==> src/rtl/dfi_upd_arbiter.sv <==
// Purpose : arbitrates DFI PHY-update, PHY-master, controller-update and LP-control handshakes, one grant at a time.
// Latency : request sampled in IDLE -> DRAIN next cycle -> handshake output the cycle after cmd_idle is seen.
// Backpressure: cmd_hold stalls the MC outside IDLE; requests arriving outside IDLE wait for the next IDLE cycle.
//
// Ports:
//   clock/reset              sole clock, async active-low reset
//   init_complete, cmd_idle  PHY ready / MC path empty
//   cmd_hold                 MC must stop issuing DFI commands
//   mc_ctrlupd_req, mc_lp_req, mc_lp_wakeup, lp_active   core-side requests and LP status
//   ctrlupd_*, phyupd_*, phymstr_*, lp_ctrl_*            DFI handshakes
//   err_clr, err_status      sticky {lp no ack, ctrlupd no ack, phyupd late}
module dfi_upd_arbiter #(
    parameter int TPHYUPD_RESP = 16,
    parameter int TCTRLUPD_MIN = 4,
    parameter int TCTRLUPD_MAX = 32,
    parameter int TLP_RESP     = 8
) (
    input  logic       clock,
    input  logic       reset,
    input  logic       init_complete,
    input  logic       cmd_idle,
    output logic       cmd_hold,
    input  logic       mc_ctrlupd_req,
    input  logic       mc_lp_req,
    input  logic [5:0] mc_lp_wakeup,
    output logic       lp_active,
    output logic       ctrlupd_req,
    input  logic       ctrlupd_ack,
    input  logic       phyupd_req,
    input  logic [1:0] phyupd_type,
    output logic       phyupd_ack,
    input  logic       phymstr_req,
    input  logic [1:0] phymstr_type,
    output logic       phymstr_ack,
    output logic       lp_ctrl_req,
    output logic [5:0] lp_ctrl_wakeup,
    input  logic       lp_ctrl_ack,
    input  logic       err_clr,
    output logic [2:0] err_status
);

    localparam int PCW  = $clog2(TPHYUPD_RESP + 1);
    localparam int OMAX = (TCTRLUPD_MAX > TLP_RESP) ? TCTRLUPD_MAX : TLP_RESP;
    localparam int OCW  = $clog2(OMAX + 1);

    localparam logic [PCW-1:0] PHY_LIM = PCW'(TPHYUPD_RESP);
    localparam logic [OCW-1:0] CU_MIN  = OCW'(TCTRLUPD_MIN);
    localparam logic [OCW-1:0] CU_MAX  = OCW'(TCTRLUPD_MAX);
    localparam logic [OCW-1:0] LP_LIM  = OCW'(TLP_RESP);
    localparam logic [OCW-1:0] OP_ONE  = OCW'(1);
    localparam logic [PCW-1:0] PHY_ONE = PCW'(1);

    typedef enum logic [3:0] {
        S_IDLE, S_DRAIN, S_PHYUPD, S_PHYMSTR, S_CTRLUPD,
        S_CTRLUPD_END, S_LP_REQ, S_LP_ACTIVE, S_LP_EXIT
    } state_e;

    typedef enum logic [1:0] {G_PHYUPD, G_PHYMSTR, G_CTRLUPD, G_LP} grant_e;

    state_e         state_q, state_d;
    grant_e         grant_q, grant_d;
    logic [5:0]     wakeup_q, wakeup_d;
    logic [PCW-1:0] phy_cnt_q, phy_cnt_d;
    logic [OCW-1:0] op_cnt_q, op_cnt_d;
    logic [2:0]     err_q, err_d;
    logic           cmd_hold_q, cmd_hold_d;
    logic           lp_active_q, lp_active_d;
    logic           ctrlupd_req_q, ctrlupd_req_d;
    logic           phyupd_ack_q, phyupd_ack_d;
    logic           phymstr_ack_q, phymstr_ack_d;
    logic           lp_ctrl_req_q, lp_ctrl_req_d;

    logic           cu_timeout, lp_timeout, phy_late;
    logic           grant_live;
    state_e         grant_state;

    // The update/master type codes do not influence arbitration.
    logic unused_type;
    assign unused_type = ^{phyupd_type, phymstr_type};

    // ---------------- state / output registers ----------------
    always_ff @(posedge clock or negedge reset) begin
        if (!reset) begin
            state_q       <= S_IDLE;
            grant_q       <= G_PHYUPD;
            wakeup_q      <= '0;
            phy_cnt_q     <= '0;
            op_cnt_q      <= '0;
            err_q         <= '0;
            cmd_hold_q    <= 1'b0;
            lp_active_q   <= 1'b0;
            ctrlupd_req_q <= 1'b0;
            phyupd_ack_q  <= 1'b0;
            phymstr_ack_q <= 1'b0;
            lp_ctrl_req_q <= 1'b0;
        end else begin
            state_q       <= state_d;
            grant_q       <= grant_d;
            wakeup_q      <= wakeup_d;
            phy_cnt_q     <= phy_cnt_d;
            op_cnt_q      <= op_cnt_d;
            err_q         <= err_d;
            cmd_hold_q    <= cmd_hold_d;
            lp_active_q   <= lp_active_d;
            ctrlupd_req_q <= ctrlupd_req_d;
            phyupd_ack_q  <= phyupd_ack_d;
            phymstr_ack_q <= phymstr_ack_d;
            lp_ctrl_req_q <= lp_ctrl_req_d;
        end
    end

    // ---------------- next-state logic ----------------
    always_comb begin
        state_d     = state_q;
        grant_d     = grant_q;
        wakeup_d    = wakeup_q;
        cu_timeout  = 1'b0;
        lp_timeout  = 1'b0;
        grant_live  = 1'b0;
        grant_state = S_IDLE;

        // Whether the latched requester still wants service, and where it goes.
        case (grant_q)
            G_PHYUPD:  begin grant_live = phyupd_req;     grant_state = S_PHYUPD;  end
            G_PHYMSTR: begin grant_live = phymstr_req;    grant_state = S_PHYMSTR; end
            G_CTRLUPD: begin grant_live = mc_ctrlupd_req; grant_state = S_CTRLUPD; end
            default:   begin grant_live = mc_lp_req;      grant_state = S_LP_REQ;  end
        endcase

        case (state_q)
            S_IDLE: begin
                if (init_complete) begin
                    if (phyupd_req) begin
                        grant_d = G_PHYUPD;
                        state_d = S_DRAIN;
                    end else if (phymstr_req) begin
                        grant_d = G_PHYMSTR;
                        state_d = S_DRAIN;
                    end else if (mc_ctrlupd_req) begin
                        grant_d = G_CTRLUPD;
                        state_d = S_DRAIN;
                    end else if (mc_lp_req) begin
                        grant_d  = G_LP;
                        wakeup_d = mc_lp_wakeup;
                        state_d  = S_DRAIN;
                    end
                end
            end
            S_DRAIN: begin
                // A withdrawn request cancels the grant before any handshake starts.
                if (!grant_live)   state_d = S_IDLE;
                else if (cmd_idle) state_d = grant_state;
            end
            S_PHYUPD:  if (!phyupd_req)  state_d = S_IDLE;
            S_PHYMSTR: if (!phymstr_req) state_d = S_IDLE;
            S_CTRLUPD: begin
                if (ctrlupd_ack && (op_cnt_q >= CU_MIN)) begin
                    state_d = S_CTRLUPD_END;
                end else if (op_cnt_q == CU_MAX) begin
                    state_d    = S_CTRLUPD_END;
                    cu_timeout = 1'b1;
                end
            end
            S_CTRLUPD_END: if (!ctrlupd_ack) state_d = S_IDLE;
            S_LP_REQ: begin
                if (lp_ctrl_ack) begin
                    state_d = S_LP_ACTIVE;
                end else if (op_cnt_q == LP_LIM) begin
                    state_d    = S_IDLE;
                    lp_timeout = 1'b1;
                end
            end
            S_LP_ACTIVE: if (!mc_lp_req || phyupd_req || phymstr_req) state_d = S_LP_EXIT;
            S_LP_EXIT:   if (!lp_ctrl_ack) state_d = S_IDLE;
            default:     state_d = S_IDLE;
        endcase

        // Losing PHY init abandons whatever handshake is in progress.
        if (!init_complete) state_d = S_IDLE;
    end

    // ---------------- counters, error flags, registered outputs ----------------
    always_comb begin
        // Counts cycles since phyupd_req rose until phyupd_ack is seen; saturates at the limit.
        phy_cnt_d = phy_cnt_q;
        if (!phyupd_req)
            phy_cnt_d = '0;
        else if (!phyupd_ack_q && (phy_cnt_q != PHY_LIM))
            phy_cnt_d = phy_cnt_q + PHY_ONE;

        phy_late = phyupd_req && !phyupd_ack_q && (phy_cnt_q == PHY_LIM);

        // Shared handshake counter: reads 1 in the first CTRLUPD / LP_REQ cycle.
        op_cnt_d = '0;
        if ((state_d == S_CTRLUPD) || (state_d == S_LP_REQ))
            op_cnt_d = (state_q == state_d) ? (op_cnt_q + OP_ONE) : OP_ONE;

        // A set event in the same cycle as err_clr wins.
        err_d = (err_q & {3{~err_clr}}) | {lp_timeout, cu_timeout, phy_late};

        // Outputs are decoded from the next state so they are registered yet state-aligned.
        cmd_hold_d    = (state_d != S_IDLE);
        lp_active_d   = (state_d == S_LP_ACTIVE);
        ctrlupd_req_d = (state_d == S_CTRLUPD);
        phyupd_ack_d  = (state_d == S_PHYUPD);
        phymstr_ack_d = (state_d == S_PHYMSTR);
        lp_ctrl_req_d = (state_d == S_LP_REQ) || (state_d == S_LP_ACTIVE);
    end

    assign cmd_hold       = cmd_hold_q;
    assign lp_active      = lp_active_q;
    assign ctrlupd_req    = ctrlupd_req_q;
    assign phyupd_ack     = phyupd_ack_q;
    assign phymstr_ack    = phymstr_ack_q;
    assign lp_ctrl_req    = lp_ctrl_req_q;
    assign lp_ctrl_wakeup = wakeup_q;
    assign err_status     = err_q;

endmodule

==> config.mk <==
export PLATFORM = sky130hd
export DESIGN_NAME = dfi_upd_arbiter
export DESIGN_NICKNAME = d
export VERILOG_FILES = /design/src/rtl/dfi_upd_arbiter.sv
export SDC_FILE = /design/constraint.sdc
export NUM_CORES = 1
export LEC_CHECK = 0
export ABC_AREA = 1
export BUFFER_PORTS_ARGS = -buffer_cell sky130_fd_sc_hd__buf_4
export CAP_MARGIN = 20
export CORE_MARGIN = 2
export CORE_UTILIZATION = 35
export CTS_CLUSTER_DIAMETER = 30
export DETAILED_ROUTE_END_ITERATION = 16
export PLACE_DENSITY = 0.64
export SYNTH_ARGS = -nofsm -noshare
export SYNTH_HDL_FRONTEND = slang
export SYNTH_SLANG_ARGS = --single-unit
export TNS_END_PERCENT = 10
==> constraint.sdc <==
create_clock -name clock -period 2.3 [get_ports clock]
set_clock_uncertainty 0.15 [all_clocks]
set_input_delay 0.46 -clock clock [delete_from_list [all_inputs] [get_ports clock]]
set_output_delay 0.46 -clock clock [all_outputs]
set_load 0.005 [all_outputs]
# Word-level counts from Yosys, hierarchy flattened
# Index checks and enable logic that the tools add are counted.
# classes
addsub	2
n_lt_le_gt_ge	1
eq_ne	21
mux	33
reduce_logical	16
n_bitwise	6
# ops
op	count
$mux W4	16
$pmux W4 S9	1
$eq A4 B3 Y1 const B	7
$eq A4 B2 Y1 const B	4
$mux W6	2
$mux W5	2
$pmux W3 S3	1
$mux W2	4
$reduce_bool A4 Y1	2
$add A6 B1 Y6 const B	1
$eq A6 B4 Y1 const B	1
$eq A6 B6 Y1 const B	1
$ge A6 B3 Y1 const B	1
$mux W1	6
$reduce_and A6 Y1	1
$add A5 B1 Y5 const B	1
$eq A5 B5 Y1 const B	1
$ne A5 B5 Y1 const B	1
$eq A4 B1 Y1 const B	1
$eq A4 B4 Y1	1
$eq A4 B4 Y1 const B	1
$logic_and A1 B1 Y1	4
$logic_not A4 Y1	1
$logic_or A1 B1 Y1	4
10 further kinds	14
# totals
word_cells	91
output_inout_bits	15
reg_bits	32
inputBits	21

# Longest topological paths before layout
# logic_depth
depth_word	9
ltp_mapped	15
depth_no_buf	14

# Worst setup path before layout
# Ideal clock, no wire load.
# synth_timing
path_type	in2reg
from	input phyupd_req
to	register op_cnt_q[0]
t_required_ps	2037
cell_stages	15
path_slack_ps	436
arrival_ps	1601
path_buffers	1
setup_ps	113
cell_sequence	buf_2 > inv_2 > nand2_1 > nor2_1 > nand2_1 > nand2_1 > nor2_2 > nand3b_2 > nand2_4 > nand2_1 > nand2_1 > nor2_4 > nand3_1 > nand2_1 > inv_1
# synth_via
elab_chain_len	8
elab_cells_between_ends	15
classes_between	3 x eq/ne; 9 x mux; 3 x reduce/logical
# synth_rtl
item	line	rtl
start: declaration	29	input logic phyupd_req,
parallel branches: the longest is 3 deep, another holds $mux W4	n/a	
$pmux W4 S9 (*)	130	case (state_q)
$mux W4 (*)	179	if (!init_complete) state_d = S_IDLE;
$eq A4 B4 Y1 / $eq A4 B3 Y1 (equally long branches)	196, 195	
$mux W6 / $logic_or A1 B1 Y1 (equally long branches)	196, 195	
$mux W6 (*)	195	if ((state_d == S_CTRLUPD) || (state_d == S_LP_REQ))
named net op_cnt_d[0]	64	logic [OCW-1:0] op_cnt_q, op_cnt_d;
end signal: assignment	101	op_cnt_q <= op_cnt_d;
end: declaration	64	
# Mark *: on every way through the listed nets, which the timed path passes.
# A chain may end at the register's enable or synchronous reset.

# Worst setup path in the final report
# layout_timing
from	register op_cnt_q[0]
to	register op_cnt_q[3]
# layout_via
elab_chain_len	8
elab_cells_between_ends	17
classes_between	1 x add/sub; 1 x order compare; 5 x eq/ne; 8 x mux; 2 x reduce/logical
# layout_rtl
item	line	rtl
$ge A6 B3 Y1, or another cell as far along	157	if (ctrlupd_ack && (op_cnt_q >= CU_MIN)) begin
$logic_and A1 B1 Y1, or another cell as far along	157	
$mux W4, on equally long branches	157, 166	
$pmux W4 S9	130	
$mux W4	179	
$eq A4 B4 Y1 / $eq A4 B3 Y1 (equally long branches)	196, 195	
$mux W6 / $logic_or A1 B1 Y1 (equally long branches)	196, 195	
$mux W6 (*)	195	
named net op_cnt_d[3]	64	
# Mark *: on every way through the listed nets, which the timed path passes. The rest lies on a longest branch.

==> results.txt <==
Traced cell by cell, the critical path runs through inv_1, ha_1, nand3_1, nor2_1, nor2_1, nor2_2, nand3_2, nand2_4, nand2_1, nand2_1, nor2_2, nand3_4, nor2_2. The slowest stage of the critical path is the sky130_fd_sc_hd__dfrtp_1 cell. For the met2 routed wirelength, the log shows 1680 microns.

Summed over all failing endpoints, the final setup total negative slack is 0 ns. The number of different library cells used by synthesis comes to 29. The run gives 45.5% as the final standard cell utilization of the core. The first routing iteration left 65 violations. The worst min-delay path class was input port to flip-flop. The tools report the critical path endpoint category as a flip-flop. In this run the static leakage power is 1.10 nW. In this run the power spent charging and discharging nets is 0.393 mW. The max-slew violation count is 0. In this run the horizontal extent of the chip is 74.8 microns.

Number of H-tree levels: 2. Clock-pin slew was measured on the worst setup and hold paths at 0.07 ns. Per report_power, the combinational group accounts for 20.0% of the total. STA puts the critical path data required time at 2.31 ns. The post-synth design cell area is 1750 sq um, and the final non-filler cell area is 2180 sq um. TritonCTS built the clock tree.

The logs give 2700 microns for the placed wire-length estimate after detailed placement and 0 for the number of post-CTS setup repair buffers. For this design the ratio of total power to cell area is 676 nW/um^2. The worst pin sits at a relative slew slack of 73.0%.

For this run, the slowest stage of the critical path takes 0.41 ns. In this design, the largest share of critical-path delay is due to simple AND/OR/NAND/NOR gates. The largest net degree at the start of global routing is 33, and the fraction of final layout cells with drive strength greater than 1 is 28.2%. Counting every instance in the synthesized netlist gives 207. The first-pass iteration count of the detailed router was 4; the total congestion overflow after global routing was 0. Number of global-route vias before repair: 1392.

The clock sink count was 32; the fraction of power consumed by the clock network was 35.2%. The fraction of the cycle the final worst path needs works out to 86.0%. The total of buffers placed on input and output ports works out to 31. For this run, the top clock speed supported by timing is 505 MHz. For this run, the register share of the synthesized area comes to 45.6%. The maximum fanout along the worst path was 8. Setup repair after global routing left no endpoint under its margin. In this run the remaining antenna-violating nets after routing total 0. The total area inside the core boundary comes to 4790 sq um.

The initialized floorplan defines 25 standard-cell rows. The initial antenna violation count was 0. After filler insertion, the fill cell instance count of the layout stands at 476. For this run, the number of Yosys warnings is 0. Startpoint type of the worst setup path: a flip-flop. Shortest clock period the worst path allows after layout: 1.98 ns. The tools report the max-cap violation count as 0. For this run, the total global-route usage over all layers was measured as 14.3%. The run gives 1433 as the total via count in the routed design. The die is 74.8 microns tall. The worst path arrival time came out at 1.99 ns.

At the pin with the least slew margin, the transition time is 0.404 ns. The most common cell type on the critical path was sky130_fd_sc_hd__nor2_2. The run gives 3550 microns as the wire length reported by the detailed router. Clock latency on the worst-skew pair, taken at its later pin, is 0.28 ns. The flow ran to the end, and the final reports show no timing, DRC or antenna violations. The first global-routing pass estimated 6070 microns of wire. The tools report the buffer type at the clock tree root as sky130_fd_sc_hd__clkbuf_8. The proportion of total power due to net switching is 26.7%. The power share of the sequential group was 44.8%; the area taken by flip-flops and latches was 801 sq um. The global placement routability congestion was 0.838; the count of buffering cells on the critical path with inverters included was 1. The floorplan step defined a die boundary enclosing 5590 sq um.

The net total in the final layout came out at 269. Internal power comes to 1.08 mW. Dividing the detail-routed via count by the number of cells gives 4.59. The worst setup path is of the flip-flop to flip-flop kind.

Highest metal layer with signal wires: met4. The wire length per cell was 11.4 microns. The number of buffers inserted during clock tree synthesis is 5. The highest ir drop seen on vdd is 344 uV.

Each instance of the synthesized netlist takes up on average 8.47 sq um. The hold violation total from the final report came out at 0. The relative area change from synthesis to final layout works out to 24.0%. The cell area after placement was 2060 sq um; the synthesized net count was 232. The repair_antennas step left the layout with diodes totalling 0.

For this block, wires on met1 add up to 1670 microns. Once the floorplan was initialized, standard cells occupied 36.7% of the core. The total setup violations reported at the end of the flow was 0. In the detailed route, the total length drawn on met3 is 188 microns. The multi-input combinational cells in the finished layout cover a total of 817 sq um. The tools report the maximum count of clock buffers along a single path as 2. For the remaining routing DRC violations, the log shows 0. The flip-flop and latch count after synthesis is 32, and the number of placed I/O pins is 36.
## synthesized netlist by cell type (all sizes together)
cell	number	area share, %
nand2	36	8.7
o211ai	1	0.43
buf	2	0.71
xnor2	1	0.50
mux2	6	3.9
nor3	6	1.7
o22ai	1	0.36
nor2	31	9.1
nand3	27	9.3
inv	33	7.1
a21oi	2	0.57
a31oi	1	0.36
o32ai	1	0.50
ha	4	2.9
dfrtp	32	46
nand3b	2	1.1
a21boi	1	0.43
o21ai	11	3.1
nand4	5	1.8
xor2	4	2.0
## cell families (layout without fill, tap and decap cells)
group	after synthesis	in the layout	share of synthesized area (%)
AND/OR/NAND/NOR	107	107	31.6
buffers and inverters	35	73	7.77
flip-flops	32	32	45.6
AO/OA/AOI/OAI	18	18	5.78
multiplexers	6	6	3.85
XOR/XNOR	5	5	2.50
adder cells (fa/ha/maj)	4	4	2.85
## layout by cell type, fill, tap and decap left out, types with 3 or more instances in the layout
cell type and count:
sky130_fd_sc_hd__buf_4 31, sky130_fd_sc_hd__xor2_1 4, sky130_fd_sc_hd__ha_1 4, sky130_fd_sc_hd__nand2_1 33
sky130_fd_sc_hd__o21ai_0 11, sky130_fd_sc_hd__dfrtp_1 32, sky130_fd_sc_hd__nor2_2 11, sky130_fd_sc_hd__nand4_1 5
sky130_fd_sc_hd__nor3_1 6, sky130_fd_sc_hd__mux2_2 6, sky130_fd_sc_hd__clkbuf_8 5, sky130_fd_sc_hd__inv_2 4
sky130_fd_sc_hd__inv_1 29, sky130_fd_sc_hd__nor2_1 18, sky130_fd_sc_hd__nand3_2 3, sky130_fd_sc_hd__nand3_1 23
## worst paths after layout
path	from	to	slack (ns)	depth (start not counted)
min in group asynchronous	reset	op_cnt_q[2]	0.51	2
hold / removal	err_clr	err_status[1]	0.24	2
setup / recovery	op_cnt_q[0]	op_cnt_q[3]	0.32	13
hold reg to reg	phyupd_ack	err_status[0]	0.35	1
setup reg to reg	op_cnt_q[0]	op_cnt_q[3]	0.32	13
max in group asynchronous	reset	grant_q[1]	1.20	2
## routing by layer
layer  vias to the layer above  GRT usage, %
li1                        736             -
met1                       665          18.2
met2                        30          23.3
met3                         2          4.42
met4                         0          4.76
met5                         -             0
## layout make-up
cell class / count / share of cell area (%)
multi-input combinational: 140 / 37.6
timing repair buffer: 32 / 11.2
tap: 67 / 3.85
inverter: 33 / 5.69
sequential: 32 / 36.8
clock inverter: 2 / 1.61
clock buffer: 6 / 3.34
## power groups by stage
stage	registers, mW	clock network, mW	logic, mW
after floorplan	0.666	0	0.169
after global routing	0.668	0.563	0.334
after global placement	0.668	0	0.293
final	0.659	0.518	0.295
after detailed placement	0.669	0	0.298
after CTS	0.660	0.538	0.300
## sequential cells by signal, summed over array words and instances (netlist names)
name / count
ctrlupd_req: 1
op_cnt_q: 6
lp_ctrl_wakeup: 6
state_q: 4
cmd_hold: 1
lp_active: 1
phy_cnt_q: 5
phymstr_ack: 1
phyupd_ack: 1
grant_q: 2
err_status: 3
lp_ctrl_req: 1
## stage by stage
step	hold WS, ns	setup WS, ns	power, mW	std cells
after floorplan	0.0144	0.436	0.836	207
final	0.237	0.322	1.47	312
after global routing	0.226	0.118	1.57	312
after CTS	0.227	0.307	1.50	312
after global placement	0.279	0.257	0.961	303
after detailed placement	0.279	0.232	0.967	303
## what timing repair did
| action | CTS | global route |
|---|---|---|
| hold buffers | 1 | 0 |
| resized for setup | 0 | 0 |
| endpoints found under the hold margin | 32 | 0 |
Note: power is estimated with default switching activity, not from simulation.
